===== config.mk =====
export PLATFORM = sky130hd
export DESIGN_NAME = if_pc_fetch_unit_flat
export DESIGN_NICKNAME = d
export VERILOG_FILES = /design/src/rtl/if_pc_fetch_unit_if.sv /design/src/rtl/if_pc_fetch_unit.sv /design/src/flat_wrapper.sv
export SDC_FILE = /design/constraint.sdc
export NUM_CORES = 1
export LEC_CHECK = 0
export ABC_CLOCK_PERIOD_IN_PS = 6050
export CORE_MARGIN = 2
export CORE_UTILIZATION = 50
export DETAILED_ROUTE_END_ITERATION = 7
export HOLD_SLACK_MARGIN = 0.05
export PLACE_DENSITY_LB_ADDON = 0.12
export SETUP_SLACK_MARGIN = 0.3
export SLEW_MARGIN = 10
export SYNTH_ARGS = -nofsm -noshare
export SYNTH_HDL_FRONTEND = slang
export SYNTH_SLANG_ARGS = --single-unit
export TNS_END_PERCENT = 1

===== constraint.sdc =====
create_clock -name clk -period 6.05 [get_ports clk]
set_input_delay 0.9075 -clock clk [delete_from_list [all_inputs] [get_ports clk]]
set_output_delay 0.9075 -clock clk [all_outputs]
set_load 0.005 [all_outputs]

===== src/rtl/if_pc_fetch_unit_if.sv =====
// Fetch-stage control/status bundle between the hazard/EX logic (master) and the PC fetch unit (slave).
interface if_pc_fetch_unit_if;
    logic        pc_write;
    logic        if_id_write;
    logic        if_id_flush;
    logic        branch_taken;
    logic [63:0] branch_target;
    logic [63:0] pc_out;
    logic [63:0] if_id_pc;
    logic        if_id_valid;
    logic        fetch_halt;
    logic        misalign_err;

    modport master (
        output pc_write,
        output if_id_write,
        output if_id_flush,
        output branch_taken,
        output branch_target,
        input  pc_out,
        input  if_id_pc,
        input  if_id_valid,
        input  fetch_halt,
        input  misalign_err
    );

    modport slave (
        input  pc_write,
        input  if_id_write,
        input  if_id_flush,
        input  branch_taken,
        input  branch_target,
        output pc_out,
        output if_id_pc,
        output if_id_valid,
        output fetch_halt,
        output misalign_err
    );
endinterface


===== src/rtl/if_pc_fetch_unit.sv =====
// Fetch-stage PC, IF/ID PC/valid register and BOOT/RUN/HALT control for the 5-stage RV64 core.
// Optional macro FETCH_PERF_CNT_EN adds saturating fetch/stall/redirect performance counters.
module if_pc_fetch_unit #(
    parameter logic [63:0] RESET_PC   = 64'h0,
    parameter int unsigned IMEM_BYTES = 264,
    parameter int unsigned PC_STEP    = 4
) (
    input  logic                clk,
    input  logic                reset,
    if_pc_fetch_unit_if.slave   fetch_if
`ifdef FETCH_PERF_CNT_EN
    ,
    output logic [31:0]         perf_fetch_cnt,
    output logic [31:0]         perf_stall_cnt,
    output logic [31:0]         perf_redirect_cnt
`endif
);

    localparam logic [63:0] LAST_PC = 64'(IMEM_BYTES) - 64'd4;
    localparam logic [63:0] STEP    = 64'(PC_STEP);

    localparam logic [1:0] ST_BOOT = 2'd0;
    localparam logic [1:0] ST_RUN  = 2'd1;
    localparam logic [1:0] ST_HALT = 2'd2;

    logic [1:0]  state;
    logic [1:0]  state_next;
    logic [63:0] pc_q;
    logic [63:0] pc_next;
    logic [63:0] seq_pc;
    logic        misalign_q;
    logic        misalign_next;
    logic [63:0] if_id_pc_q;
    logic        if_id_valid_q;

    logic        in_run;
    logic        target_misaligned;
    logic        target_out_of_range;
    logic        redirect_ok;
    logic        seq_out_of_range;
    logic        if_id_capture;

    always_comb begin
        in_run              = (state == ST_RUN);
        seq_pc              = pc_q + STEP;
        target_misaligned   = (fetch_if.branch_target[1:0] != 2'b00);
        target_out_of_range = (fetch_if.branch_target > LAST_PC);
        seq_out_of_range    = (seq_pc > LAST_PC);
        redirect_ok         = fetch_if.branch_taken && !target_misaligned && !target_out_of_range;
        if_id_capture       = in_run && fetch_if.if_id_write
                              && !fetch_if.if_id_flush && !fetch_if.branch_taken;
    end

    // A redirect outranks a stall; any illegal next address parks the PC and halts fetch.
    always_comb begin
        pc_next       = pc_q;
        state_next    = state;
        misalign_next = misalign_q;
        case (state)
            ST_BOOT: state_next = ST_RUN;
            ST_RUN: begin
                if (fetch_if.branch_taken) begin
                    if (target_misaligned) begin
                        misalign_next = 1'b1;
                        state_next    = ST_HALT;
                    end else if (target_out_of_range) begin
                        state_next = ST_HALT;
                    end else begin
                        pc_next = fetch_if.branch_target;
                    end
                end else if (fetch_if.pc_write) begin
                    if (seq_out_of_range) begin
                        state_next = ST_HALT;
                    end else begin
                        pc_next = seq_pc;
                    end
                end
            end
            ST_HALT: state_next = ST_HALT;
            default: state_next = ST_HALT;
        endcase
    end

    always_ff @(posedge clk) begin
        if (reset) begin
            state      <= ST_BOOT;
            pc_q       <= RESET_PC;
            misalign_q <= 1'b0;
        end else begin
            state      <= state_next;
            pc_q       <= pc_next;
            misalign_q <= misalign_next;
        end
    end

    // if_id_pc is captured on the same edge imem registers its instruction, keeping them paired.
    always_ff @(posedge clk) begin
        if (reset) begin
            if_id_pc_q    <= 64'h0;
            if_id_valid_q <= 1'b0;
        end else if (fetch_if.if_id_flush || fetch_if.branch_taken) begin
            if_id_valid_q <= 1'b0;
        end else if (!in_run) begin
            if_id_valid_q <= 1'b0;
        end else if (fetch_if.if_id_write) begin
            if_id_pc_q    <= pc_q;
            if_id_valid_q <= 1'b1;
        end
    end

    assign fetch_if.pc_out       = pc_q;
    assign fetch_if.if_id_pc     = if_id_pc_q;
    assign fetch_if.if_id_valid  = if_id_valid_q;
    assign fetch_if.fetch_halt   = (state == ST_HALT);
    assign fetch_if.misalign_err = misalign_q;

`ifdef FETCH_PERF_CNT_EN
    logic [31:0] fetch_cnt_q;
    logic [31:0] stall_cnt_q;
    logic [31:0] redirect_cnt_q;
    logic        stall_event;
    logic        redirect_event;

    assign stall_event    = in_run && !fetch_if.pc_write && !fetch_if.branch_taken;
    assign redirect_event = in_run && redirect_ok;

    // Counters stick at all-ones rather than wrapping.
    always_ff @(posedge clk) begin
        if (reset) begin
            fetch_cnt_q    <= 32'h0;
            stall_cnt_q    <= 32'h0;
            redirect_cnt_q <= 32'h0;
        end else begin
            if (if_id_capture && (fetch_cnt_q != 32'hFFFF_FFFF))
                fetch_cnt_q <= fetch_cnt_q + 32'd1;
            if (stall_event && (stall_cnt_q != 32'hFFFF_FFFF))
                stall_cnt_q <= stall_cnt_q + 32'd1;
            if (redirect_event && (redirect_cnt_q != 32'hFFFF_FFFF))
                redirect_cnt_q <= redirect_cnt_q + 32'd1;
        end
    end

    assign perf_fetch_cnt    = fetch_cnt_q;
    assign perf_stall_cnt    = stall_cnt_q;
    assign perf_redirect_cnt = redirect_cnt_q;
`else
    logic unused_redirect_ok;
    logic unused_capture;
    assign unused_redirect_ok = redirect_ok;
    assign unused_capture     = if_id_capture;
`endif

endmodule

===== src/flat_wrapper.sv =====
// flat-port wrapper written by rule: the top's interface ports become plain ports
module if_pc_fetch_unit_flat 
#(
    parameter logic [63:0] RESET_PC   = 64'h0,
    parameter int unsigned IMEM_BYTES = 264,
    parameter int unsigned PC_STEP    = 4
)
  (clk, reset, fetch_if_pc_write, fetch_if_if_id_write, fetch_if_if_id_flush, fetch_if_branch_taken, fetch_if_branch_target, fetch_if_pc_out, fetch_if_if_id_pc, fetch_if_if_id_valid, fetch_if_fetch_halt, fetch_if_misalign_err);
  if_pc_fetch_unit_if fetch_if_i ();
  input  logic clk;
  input  logic reset;
  input wire logic [$bits(fetch_if_i.pc_write)-1:0] fetch_if_pc_write;
  input wire logic [$bits(fetch_if_i.if_id_write)-1:0] fetch_if_if_id_write;
  input wire logic [$bits(fetch_if_i.if_id_flush)-1:0] fetch_if_if_id_flush;
  input wire logic [$bits(fetch_if_i.branch_taken)-1:0] fetch_if_branch_taken;
  input wire logic [$bits(fetch_if_i.branch_target)-1:0] fetch_if_branch_target;
  output wire logic [$bits(fetch_if_i.pc_out)-1:0] fetch_if_pc_out;
  output wire logic [$bits(fetch_if_i.if_id_pc)-1:0] fetch_if_if_id_pc;
  output wire logic [$bits(fetch_if_i.if_id_valid)-1:0] fetch_if_if_id_valid;
  output wire logic [$bits(fetch_if_i.fetch_halt)-1:0] fetch_if_fetch_halt;
  output wire logic [$bits(fetch_if_i.misalign_err)-1:0] fetch_if_misalign_err;
  assign fetch_if_i.pc_write = fetch_if_pc_write;
  assign fetch_if_i.if_id_write = fetch_if_if_id_write;
  assign fetch_if_i.if_id_flush = fetch_if_if_id_flush;
  assign fetch_if_i.branch_taken = fetch_if_branch_taken;
  assign fetch_if_i.branch_target = fetch_if_branch_target;
  assign fetch_if_pc_out = fetch_if_i.pc_out;
  assign fetch_if_if_id_pc = fetch_if_i.if_id_pc;
  assign fetch_if_if_id_valid = fetch_if_i.if_id_valid;
  assign fetch_if_fetch_halt = fetch_if_i.fetch_halt;
  assign fetch_if_misalign_err = fetch_if_i.misalign_err;
  if_pc_fetch_unit #(.RESET_PC(RESET_PC), .IMEM_BYTES(IMEM_BYTES), .PC_STEP(PC_STEP)) u_core (.clk(clk), .reset(reset), .fetch_if(fetch_if_i));
endmodule

==> impl_metrics.env <==
export IMPL_r2r_start="u_core.fetch_if.pc_out[3]"
export IMPL_clock_sinks=132
export IMPL_outcome="finished, final reports clean"
export IMPL_slew_headroom_pct=19.5
export IMPL_period_needed_ps=4550
export IMPL_start_util_pct=51.7
export IMPL_whs_endpoint="u_core.fetch_if.if_id_pc[41]"
export IMPL_routedWlPerCell_um=17.3
export IMPL_drt_total_wl_um=19400
export IMPL_die_w_um=116
export IMPL_placed_area_um2=8270
export IMPL_stdcell_area_um2=8850
export IMPL_fp_row_count=40
export IMPL_htreeDepth=4
export IMPL_area_growth_pct=40.6
export IMPL_cts_resized=0
export IMPL_pre_cts_ws_ps=1490
export IMPL_synth_warning_count=0
export IMPL_clk_pin_slew_ps=60
export IMPL_multi_input_area_um2=3390
export IMPL_clock_latency_ps=430
export IMPL_pwr_density_cell_nw_per_um2=223
export IMPL_fp_dieH_um=116
export IMPL_grt_usage_pct=29.6
export IMPL_holdPathStages=2
export IMPL_setup_violations=0
export IMPL_fin_ws_ps=1500
export IMPL_nets=1015
export IMPL_start_kind="register"
export IMPL_yosysTopAreaCell="dfxtp_1"
export IMPL_n_fill_cell=920
export IMPL_synthArstFlopShare_pct=0
export IMPL_io_pins=201
export IMPL_io_buffers=200
export IMPL_synth_edf_count=0
export IMPL_reg2regPathDepth=10
export IMPL_required_ps=6360
export IMPL_syn_area_um2=6290
export IMPL_num_vias=6462
export IMPL_cts_hold_buffers=0
export IMPL_syn_avg_cell_area_um2=8.14
export IMPL_antenna_found_initial=0
export IMPL_drive_gt1_share_pct=7.85
export IMPL_crit_arrival_ps=4870
export IMPL_drt_pass1_iterations=5
export IMPL_hp_start="u_core.fetch_if.if_id_pc[41]"
export IMPL_power_w=0.00197
export IMPL_ant_nets=0
export IMPL_hpwl_um=14100
export IMPL_gr_total_overflow=0
export IMPL_rsz0062_at_grt="false"
export IMPL_cts_tree="built"
export IMPL_clock_skew_ps=8.81
export IMPL_syn_nets=846
export IMPL_cts_made_buffers=17
export IMPL_die_area_um2=13500
export IMPL_final_cell_mix="199 x clkdlybuf4s50_1, 159 x nand2_1, 132 x dfxtp_1"
export IMPL_endpoint_kind="register"
export IMPL_cts_root_buffer="clkbuf_16"
export IMPL_grt_pass1_vias=6189
export IMPL_leakagePower_nw=3.03
export IMPL_max_cap_violations=0
export IMPL_fin_tns_setup_ps=0
export IMPL_cp_max_fo=55
export IMPL_yosysTopAreaCellShare_pct=42.0
export IMPL_holdWs_ps=451
export IMPL_ys_seq_area_share_pct=42.0
export IMPL_synth_ff_type="dfxtp_1"
export IMPL_worst_slew_pin_slew_ps=1210
export IMPL_diodes=0
export IMPL_post_route_period_util_pct=75.3
export IMPL_hold_viol_final=0
export IMPL_drt_iter0_markers=585
export IMPL_reg2reg_to="u_core.fetch_if.pc_out[13]"
export IMPL_final_common_cell="clkdlybuf4s50_1"
export IMPL_via_per_inst=5.75
export IMPL_clockBufferDepth=2
export IMPL_ff2ff_setup_slack_ps=1500
export IMPL_hp_class="reg2reg"
export IMPL_seq_area_um2=2640
export IMPL_grt_max_degree=71
export IMPL_post_cts_buffers=0
export IMPL_path_class="reg2reg"
export IMPL_worst_ir_drop_vdd_mv=0.183
export IMPL_slew_violations=0
export IMPL_max_freq_ghz=0.220
export IMPL_gp_congestion=0.930
export IMPL_synth_seq_cells=132
export IMPL_post_synth_inst_count=773
export IMPL_drc=0
export IMPL_yosysUniqueCellTypes=58
export IMPL_grt_pass1_wl_um=31500
export IMPL_synthTopCellsByArea="dfxtp_1 42%, nand2_1 9.5%, and2_1 5.7%"
export IMPL_core_area_um2=12200
## synthesized netlist by cell type (4+ instances only)
| cell | n |
|---|---|
| a211o_1 | 5 |
| or3_1 | 7 |
| xnor2_1 | 18 |
| mux2i_1 | 10 |
| a31oi_1 | 6 |
| and3_1 | 11 |
| o21ai_0 | 5 |
| nand4_1 | 31 |
| inv_1 | 6 |
| nand3_1 | 37 |
| dfxtp_1 | 132 |
| and3_2 | 11 |
| buf_4 | 4 |
| nor2_1 | 26 |
| and4_2 | 5 |
| nor3_1 | 18 |
| a21oi_1 | 69 |
| xor2_1 | 12 |
| and4_1 | 5 |
| clkbuf_1 | 29 |
| and2_1 | 57 |
| a22oi_1 | 4 |
| buf_1 | 5 |
| o31a_1 | 4 |
| or2_2 | 4 |
| nor4_1 | 30 |
| a31o_2 | 5 |
| o31ai_1 | 6 |
| buf_2 | 9 |
| nand2_1 | 160 |
## flip-flops by register name (all words and copies together), names as in the netlist
signal / flops
u_core.fetch_if.if_id_pc: 64
u_core.fetch_if.pc_out: 64
u_core.state: 2
u_core.fetch_if.if_id_valid: 1
u_core.fetch_if.misalign_err: 1
## metrics by stage
stage               utilization [%]  cells
detailed placement             68.0   1091
floorplan                         -    773
global route                   72.8   1123
CTS                            72.8   1123
finish                         72.8   1123
global placement               68.0   1091
## where the power goes
part           switching [W]  total (W)  internal [W]
combinational      0.0000430  0.0000965     0.0000535
clock               0.000380   0.000999      0.000618
sequential        0.00000499   0.000878      0.000873
total               0.000428    0.00197       0.00154
## final cells by class
cell class | instances | area share [%]
multi-input combinational | 584 | 38.3
sequential | 132 | 29.9
timing repair buffer | 201 | 22.6
clock buffer | 21 | 5.09
tap | 168 | 2.38
clock inverter | 11 | 1.46
inverter | 6 | 0.254
## worst max-delay path, cell delays in order (launching register included)
cell,delay (ps)
dfxtp_1,500
ha_1,380
nand4_1,220
nor4_1,750
nand4_1,210
xnor2_1,180
nor4_1,410
nand3_1,190
nor4_4,590
a41oi_4,570
and2_2,440
## routing by layer
| metal | share of wire [%] | global-route usage [%] | vias to the layer above |
|---|---|---|---|
| met5 | 0 | 0 | - |
| met4 | 2.2 | 10.9 | 0 |
| met3 | 6.0 | 7.47 | 42 |
| met2 | 49 | 49.4 | 274 |
| met1 | 42 | 37.3 | 3071 |
| li1 | - | - | 3075 |
## kinds of logic (layout without fill, tap and decap cells)
family	Yosys count	after routing	synth area share [%]
adders and majority gates	3	3	0.597
DFF	132	132	42.0
and+or+nand+nor	421	421	35.2
buffers and inverters	57	239	4.18
xor gates and xnor gates	30	30	4.18
AOI/OAI and AO/OA	119	119	12.1
muxes	11	11	1.77
## how the worst max path moves through the flow
stage / start / end / slack [ps] / cells past startpoint
final: u_core.fetch_if.pc_out[3] / u_core.fetch_if.pc_out[13] / 1500 / 10
after global routing: u_core.fetch_if.pc_out[2] / u_core.fetch_if.pc_out[13] / 1040 / 10
after CTS: u_core.fetch_if.pc_out[3] / u_core.fetch_if.pc_out[13] / 1460 / 10
after detailed placement: u_core.fetch_if.pc_out[3] / u_core.fetch_if.pc_out[13] / 1490 / 10
after global placement: u_core.fetch_if.pc_out[2] / u_core.fetch_if.pc_out[13] / 1600 / 10
after floorplan: u_core.fetch_if.pc_out[3] / u_core.fetch_if.pc_out[13] / 2700 / 12
Note: power is estimated with default switching activity, not from simulation.
